`config.mk`:
```
export PLATFORM = sky130hd
export DESIGN_NAME = btb_update_ctrl
export DESIGN_NICKNAME = d
export VERILOG_FILES = /design/src/rtl/btb_pkg.sv /design/src/rtl/btb_upd_fifo.sv /design/src/rtl/btb_update_ctrl.sv
export SDC_FILE = /design/constraint.sdc
export NUM_CORES = 1
export LEC_CHECK = 0
export CORE_MARGIN = 2
export CORE_UTILIZATION = 55
export DETAILED_ROUTE_END_ITERATION = 16
export DONT_BUFFER_PORTS = 1
export PLACE_DENSITY_LB_ADDON = 0.15
export SYNTH_ARGS = -nofsm -noshare
export SYNTH_HDL_FRONTEND = slang
export SYNTH_HIERARCHICAL = 1
export SYNTH_SLANG_ARGS = --single-unit
```
`constraint.sdc`:
```
create_clock -name clk -period 4.43 [get_ports clk]
set_input_delay 1.329 -clock clk [delete_from_list [all_inputs] [get_ports clk]]
set_output_delay 1.329 -clock clk [all_outputs]
set_load 0.02 [all_outputs]
```
`src/rtl/btb_pkg.sv`:
```
// Shared types and constants for the BTB update path: PC geometry, the
// training-record layout and the controller state encoding.
package btb_pkg;

    localparam int BTB_IDX_W = 6;
    localparam int BTB_TAG_W = 24;
    localparam int PC_W      = 32;

    typedef struct packed {
        logic [PC_W-1:0] pc;
        logic [PC_W-1:0] target;
        logic            taken;
    } upd_rec_t;

    localparam int UPD_REC_W = $bits(upd_rec_t);

    typedef enum logic {
        IDLE    = 1'b0,
        RECOVER = 1'b1
    } state_t;

    // Fall-through for not-taken branches wraps modulo 2^32.
    function automatic logic [PC_W-1:0] redirect_of(input logic [PC_W-1:0] pc,
                                                    input logic [PC_W-1:0] target,
                                                    input logic            taken);
        return taken ? target : (pc + 32'd4);
    endfunction

endpackage

```
`src/rtl/btb_upd_fifo.sv`:
```
// Generic synchronous FIFO with extra-MSB pointers; push while full is
// accepted when the same cycle pops, since the popped slot is the one written.
module btb_upd_fifo #(
    parameter int DEPTH = 4,
    parameter int WIDTH = 65
) (
    input  logic             clk,
    input  logic             rst_n,
    input  logic             i_push,
    input  logic             i_pop,
    input  logic [WIDTH-1:0] i_data,
    output logic [WIDTH-1:0] o_data,
    output logic             o_full,
    output logic             o_empty
);

    localparam int AW = $clog2(DEPTH);

    logic [AW:0]      r_wptr;
    logic [AW:0]      r_rptr;
    logic [WIDTH-1:0] r_mem [DEPTH];
    logic             w_do_push;
    logic             w_do_pop;

    assign o_empty   = (r_wptr == r_rptr);
    assign o_full    = (r_wptr[AW] != r_rptr[AW]) && (r_wptr[AW-1:0] == r_rptr[AW-1:0]);
    assign w_do_pop  = i_pop && !o_empty;
    assign w_do_push = i_push && (!o_full || w_do_pop);
    assign o_data    = r_mem[r_rptr[AW-1:0]];

    always_ff @(posedge clk or negedge rst_n) begin
        if (!rst_n) begin
            r_wptr <= '0;
            r_rptr <= '0;
        end else begin
            if (w_do_push) r_wptr <= r_wptr + 1'b1;
            if (w_do_pop)  r_rptr <= r_rptr + 1'b1;
        end
    end

    // Storage holds data only; validity comes from the pointers.
    always_ff @(posedge clk) begin
        if (w_do_push) r_mem[r_wptr[AW-1:0]] <= i_data;
    end

endmodule

```
`src/rtl/btb_update_ctrl.sv`:
```
// Branch-resolution controller: mispredict detection, flush/redirect,
// wrong-path squash window and queued BTB training updates.
import btb_pkg::*;

module btb_update_ctrl #(
    parameter int FIFO_DEPTH     = 4,
    parameter int RECOVER_CYCLES = 3,
    parameter int CNT_W          = 32
) (
    input  logic             clk,
    input  logic             rst_n,
    input  logic             res_valid,
    input  logic [31:0]      res_pc,
    input  logic [31:0]      res_target,
    input  logic             res_taken,
    input  logic             res_pred_taken,
    input  logic [31:0]      res_pred_target,
    output logic             flush,
    output logic [31:0]      redirect_pc,
    input  logic             upd_ready,
    output logic             upd_valid,
    output logic [31:0]      upd_pc,
    output logic [31:0]      upd_target,
    output logic             upd_taken,
    output logic [CNT_W-1:0] mispredict_cnt,
    output logic [CNT_W-1:0] drop_cnt
);

    localparam int RC_W = (RECOVER_CYCLES < 1) ? 1 : $clog2(RECOVER_CYCLES + 1);

    state_t           r_state;
    state_t           w_state_nxt;
    logic [RC_W-1:0]  r_rcnt;
    logic             r_flush;
    logic [31:0]      r_redirect_pc;
    logic [CNT_W-1:0] r_mispredict_cnt;
    logic [CNT_W-1:0] r_drop_cnt;

    logic             w_accept;
    logic             w_mispredict;
    logic             w_flush_req;
    logic             w_full;
    logic             w_empty;
    logic             w_pop;
    logic             w_drop;
    upd_rec_t         w_rec;
    upd_rec_t         w_head;

    function automatic logic [CNT_W-1:0] sat_inc(input logic [CNT_W-1:0] v);
        return (&v) ? v : v + 1'b1;
    endfunction

    assign w_mispredict = (res_pred_taken != res_taken) ||
                          (res_taken && (res_pred_target != res_target));

    always_ff @(posedge clk or negedge rst_n) begin
        if (!rst_n) r_state <= IDLE;
        else        r_state <= w_state_nxt;
    end

    always_comb begin
        w_state_nxt = r_state;
        case (r_state)
            IDLE:    if (w_flush_req && (RECOVER_CYCLES > 0)) w_state_nxt = RECOVER;
            RECOVER: if (r_rcnt <= RC_W'(1))                  w_state_nxt = IDLE;
            default: w_state_nxt = IDLE;
        endcase
    end

    // The !r_flush term only matters when there is no recovery window.
    always_comb begin
        w_accept    = res_valid && (r_state == IDLE) && !r_flush;
        w_flush_req = w_accept && w_mispredict;
    end

    always_ff @(posedge clk or negedge rst_n) begin
        if (!rst_n) begin
            r_rcnt <= '0;
        end else if (w_flush_req) begin
            r_rcnt <= RC_W'(RECOVER_CYCLES);
        end else if ((r_state == RECOVER) && (r_rcnt != '0)) begin
            r_rcnt <= r_rcnt - 1'b1;
        end
    end

    always_ff @(posedge clk or negedge rst_n) begin
        if (!rst_n) begin
            r_flush          <= 1'b0;
            r_redirect_pc    <= '0;
            r_mispredict_cnt <= '0;
            r_drop_cnt       <= '0;
        end else begin
            r_flush       <= w_flush_req;
            r_redirect_pc <= w_flush_req ? redirect_of(res_pc, res_target, res_taken) : '0;
            if (w_flush_req) r_mispredict_cnt <= sat_inc(r_mispredict_cnt);
            if (w_drop)      r_drop_cnt       <= sat_inc(r_drop_cnt);
        end
    end

    assign w_rec  = '{pc: res_pc, target: res_target, taken: res_taken};
    assign w_pop  = !w_empty && upd_ready;
    assign w_drop = w_accept && w_full && !w_pop;

    btb_upd_fifo #(
        .DEPTH (FIFO_DEPTH),
        .WIDTH (UPD_REC_W)
    ) u_fifo (
        .clk     (clk),
        .rst_n   (rst_n),
        .i_push  (w_accept),
        .i_pop   (w_pop),
        .i_data  (w_rec),
        .o_data  (w_head),
        .o_full  (w_full),
        .o_empty (w_empty)
    );

    assign flush          = r_flush;
    assign redirect_pc    = r_redirect_pc;
    assign mispredict_cnt = r_mispredict_cnt;
    assign drop_cnt       = r_drop_cnt;
    assign upd_valid      = !w_empty;
    assign upd_pc         = w_empty ? '0 : w_head.pc;
    assign upd_target     = w_empty ? '0 : w_head.target;
    assign upd_taken      = w_empty ? 1'b0 : w_head.taken;

endmodule

```
==> impl_metrics.py <==
metrics = {
    "sta": {
        "setup_viol": 0,
        "setup_slack_ns": 0.536,
        "worst_clock_skew_ns": 0.0169,
        "whs_ns": 0.511,
        "maxSlewHeadroom_pct": 30.2,
        "rsz0062_at_grt": "false",
        "hold_viol_final": 0,
        "report.final.slew_viol_count": 0,
        "final.period_utilization_pct": 87.9,
        "post-route-min-period_ns": 3.89,
        "max_freq_mhz": 257,
        "fin_tns_setup_ns": 0,
        "worst_pin_slew_ns": 1.05,
    },
    "cells_and_area": {
        "regArea_mm2": 0.0105,
        "syn_to_final_growth_pct": 12.0,
        "drive_gt1_share_pct": 18.0,
        "final_common_cell": "edfxtp_1",
        "final_cell_mix": "260 x edfxtp_1, 104 x dfrtp_1, 89 x xor2_1",
        "finalNonFillerCells": 1457,
        "antenna_cells": 0,
        "multi_input_area_mm2": 0.00503,
        "fillers": 2046,
        "nets": 1161,
    },
    "synthesis": {
        "synth_fa_ha_area_share_pct": 0.794,
        "syn-instance-count": 1012,
        "synth_cell_types": 62,
        "ys_warn_count": 6,
        "synth_ff_type": "edfxtp_1",
        "synth-compound-area-share_pct": 2.24,
        "synthSimpleGateAreaFrac_pct": 11.8,
        "synth.area.mux_share_pct": 9.98,
        "synth-seq-cells": 366,
        "synth_edf_count": 260,
        "synth_top_family_by_area": "simple AND/OR/NAND/NOR gates",
        "async_flop_share_pct": 29.0,
        "avgSynthCellArea_um2": 15.6,
        "synth_xor_area_share_pct": 6.95,
        "syn_nets": 1124,
        "synth_area_mm2": 0.0158,
        "yosysSeqAreaShare_pct": 66.4,
    },
    "place": {
        "place_worst_setup_slack_ns": 0.688,
        "gp_congestion": 0.824,
        "port_buffers": 0,
        "dp.cells": 1386,
        "dp_hpwl_mm": 24.5,
    },
    "die": {
        "die_y_um": 173,
        "rows": 61,
        "dieArea_mm2": 0.0300,
        "core_area_mm2": 0.0280,
        "pin_count": 265,
        "initial_core_util_pct": 56.2,
        "chipWidth_um": 173,
    },
    "flow_run": {
        "maxCapViolations": 0,
    },
    "global_route": {
        "grt_max_degree": 107,
        "grt_pass1_vias": 8656,
        "grt_pass1_wl_mm": 56.1,
        "track_usage_pct": 24.8,
        "antenna_found_initial": 1,
        "grt-ovfl-total": 0,
    },
    "setup_path": {
        "crit_buf_inv": 3,
        "cp_max_fo": 66,
        "path_class": "reg2out",
        "worstSetupEndpointType": "output pin",
        "cp_slowest_stage_delay_ns": 0.70,
        "slowest_stage": "dfrtp_4",
        "worstPathArrival_ns": 2.57,
        "crit_family": "buffers and inverters",
        "crit_path_frequent_cell": "buf_4",
        "worstSetupStartpointType": "flop",
        "cp.required_ns": 3.10,
        "cp_cell_sequence": "xor2_1, buf_4, nor3_2, buf_12, nor2b_1, buf_4",
    },
    "clock_network": {
        "post_cts_resized": 0,
        "cts_tree": "done",
        "cts.clk_slew.worst_paths_ns": 0.06,
        "post_cts_buffers": 0,
        "clockBufferDepth": 3,
        "cts_buffers": 39,
        "clock_tree.root_cell": "clkbuf_16",
        "cts.htree.levels": 2,
        "postCtsHoldBufs": 0,
        "cts_sinks": 366,
        "insertion_delay_ns": 0.52,
    },
    "route": {
        "totalWireLength_mm": 36.9,
        "vias": 8790,
        "ant_nets": 0,
        "drt_iter0_drc": 967,
        "vias_per_cell": 6.03,
        "firstDrtPassIters": 5,
        "routedWlPerCell_um": 25.3,
        "drcViolationCount": 0,
    },
    "power_and_ir_drop": {
        "peakVddDrop_mv": 0.381,
        "p_leak_uw": 0.00658,
        "p_per_area_mw_per_mm2": 637,
    },
    "status": {
        "outcome": "completed",
    },
    "worst_hold_path": {
        "hp-class": "in2async",
    },
}
[worst register-to-register path: stages, from the launching register on]
cell and delay [ns]:
dfrtp_4 0.78, xor2_1 0.20, buf_4 0.20, nor3_2 0.08
nor2b_1 0.54, o41ai_1 0.25, inv_2 0.55, buf_4 0.41
[layer usage]
metal / vias to the layer above / share of wire [%] / wire, um / track usage, %
met5: - / 0.030 / 11 / 0
met4: 2 / 1.8 / 655 / 5.54
met3: 52 / 11 / 3970 / 9.28
met1: 4480 / 42 / 15400 / 35.3
met2: 361 / 46 / 16900 / 36.9
li1: 3895 / - / - / -
[power breakdown]
| part | leakage, uW | total [uW] | switching (uW) | internal (uW) |
|---|---|---|---|---|
| Clock | 0.000632 | 3190 | 1270 | 1920 |
| Combinational | 0.00216 | 3490 | 2190 | 1300 |
| Sequential | 0.00378 | 4560 | 348 | 4210 |
[kinds of logic after synthesis]
| logic type | after synthesis |
|---|---|
| AO/OA/AOI/OAI | 50 |
| XOR/XNOR | 125 |
| adder cells (fa/ha/maj) | 10 |
| buffers and inverters | 60 |
| flip-flops | 366 |
| multiplexers | 75 |
| AND/OR/NAND/NOR | 326 |
[final cells by class]
| type | count | area share, % |
|---|---|---|
| flip-flops and latches | 366 | 59.3 |
| repair buffers | 39 | 1.87 |
| multi-input cells | 586 | 28.5 |
| clock buffers | 62 | 6.84 |
| inverters | 17 | 0.362 |
| clock inverters | 9 | 0.390 |
| well taps | 378 | 2.68 |
[synth_stat cells (all sizes together) (3+ instances only)]
| cell type | instances | area (um^2) |
|---|---|---|
| nand4 | 24 | 171 |
| nand2 | 48 | 183 |
| and3 | 21 | 133 |
| buf | 26 | 161 |
| o211ai | 3 | 22.5 |
| nand3 | 31 | 155 |
| edfxtp | 260 | 7810 |
| a21oi | 17 | 88.8 |
| nor2 | 56 | 220 |
| nor3 | 18 | 100 |
| and2 | 4 | 25.0 |
| o21a | 3 | 22.5 |
| ha | 10 | 125 |
| dfrtp | 106 | 2650 |
| nor4 | 30 | 213 |
| mux2 | 4 | 48.8 |
| nand2b | 3 | 26.3 |
| mux4 | 65 | 1460 |
| inv | 17 | 63.8 |
| a211oi | 12 | 90.1 |
| nor2b | 66 | 413 |
| clkbuf | 17 | 63.8 |
| and4 | 14 | 125 |
| mux2i | 6 | 60.1 |
| xnor2 | 36 | 315 |
| xor2 | 89 | 780 |
| o21ai | 4 | 31.3 |
[flip-flops by register name, indices dropped and copies added (netlist names)]
| signal | cells |
|---|---|
| drop_cnt | 32 |
| u_fifo/r_mem | 260 |
| mispredict_cnt | 32 |
| u_fifo/r_rptr | 3 |
| u_fifo/r_wptr | 3 |
| r_state | 1 |
| redirect_pc | 32 |
| flush | 1 |
| r_rcnt | 2 |
[metrics by stage]
stage          total power, uW  area, um^2  utilization, %
6_report                 11200       17600            63.0
5_1_grt                  11700       17600            63.0
4_1_cts                  11400       17600            63.0
3_5_place_dp              8170       16400            58.4
3_3_place_gp              8120       16400            58.4
2_1_floorplan             7160       15800               -
[final timing paths]
path / from / endpoint / slack [ns] / depth (start not counted)
worst max-delay path: u_fifo/r_rptr[1] / upd_pc[16] / 0.54 / 6
worst min-delay path: rst_n / drop_cnt[16] / 0.51 / 0
worst max register to register: u_fifo/r_rptr[1] / u_fifo/r_mem[3][23] / 1.10 / 7
worst min register to register: r_rcnt[1] / r_rcnt[1] / 0.54 / 2
max in group asynchronous: rst_n / redirect_pc[24] / 3.67 / 0
min in group clk: r_rcnt[1] / r_rcnt[1] / 0.54 / 2
Note: power is estimated with default switching activity, not from simulation.
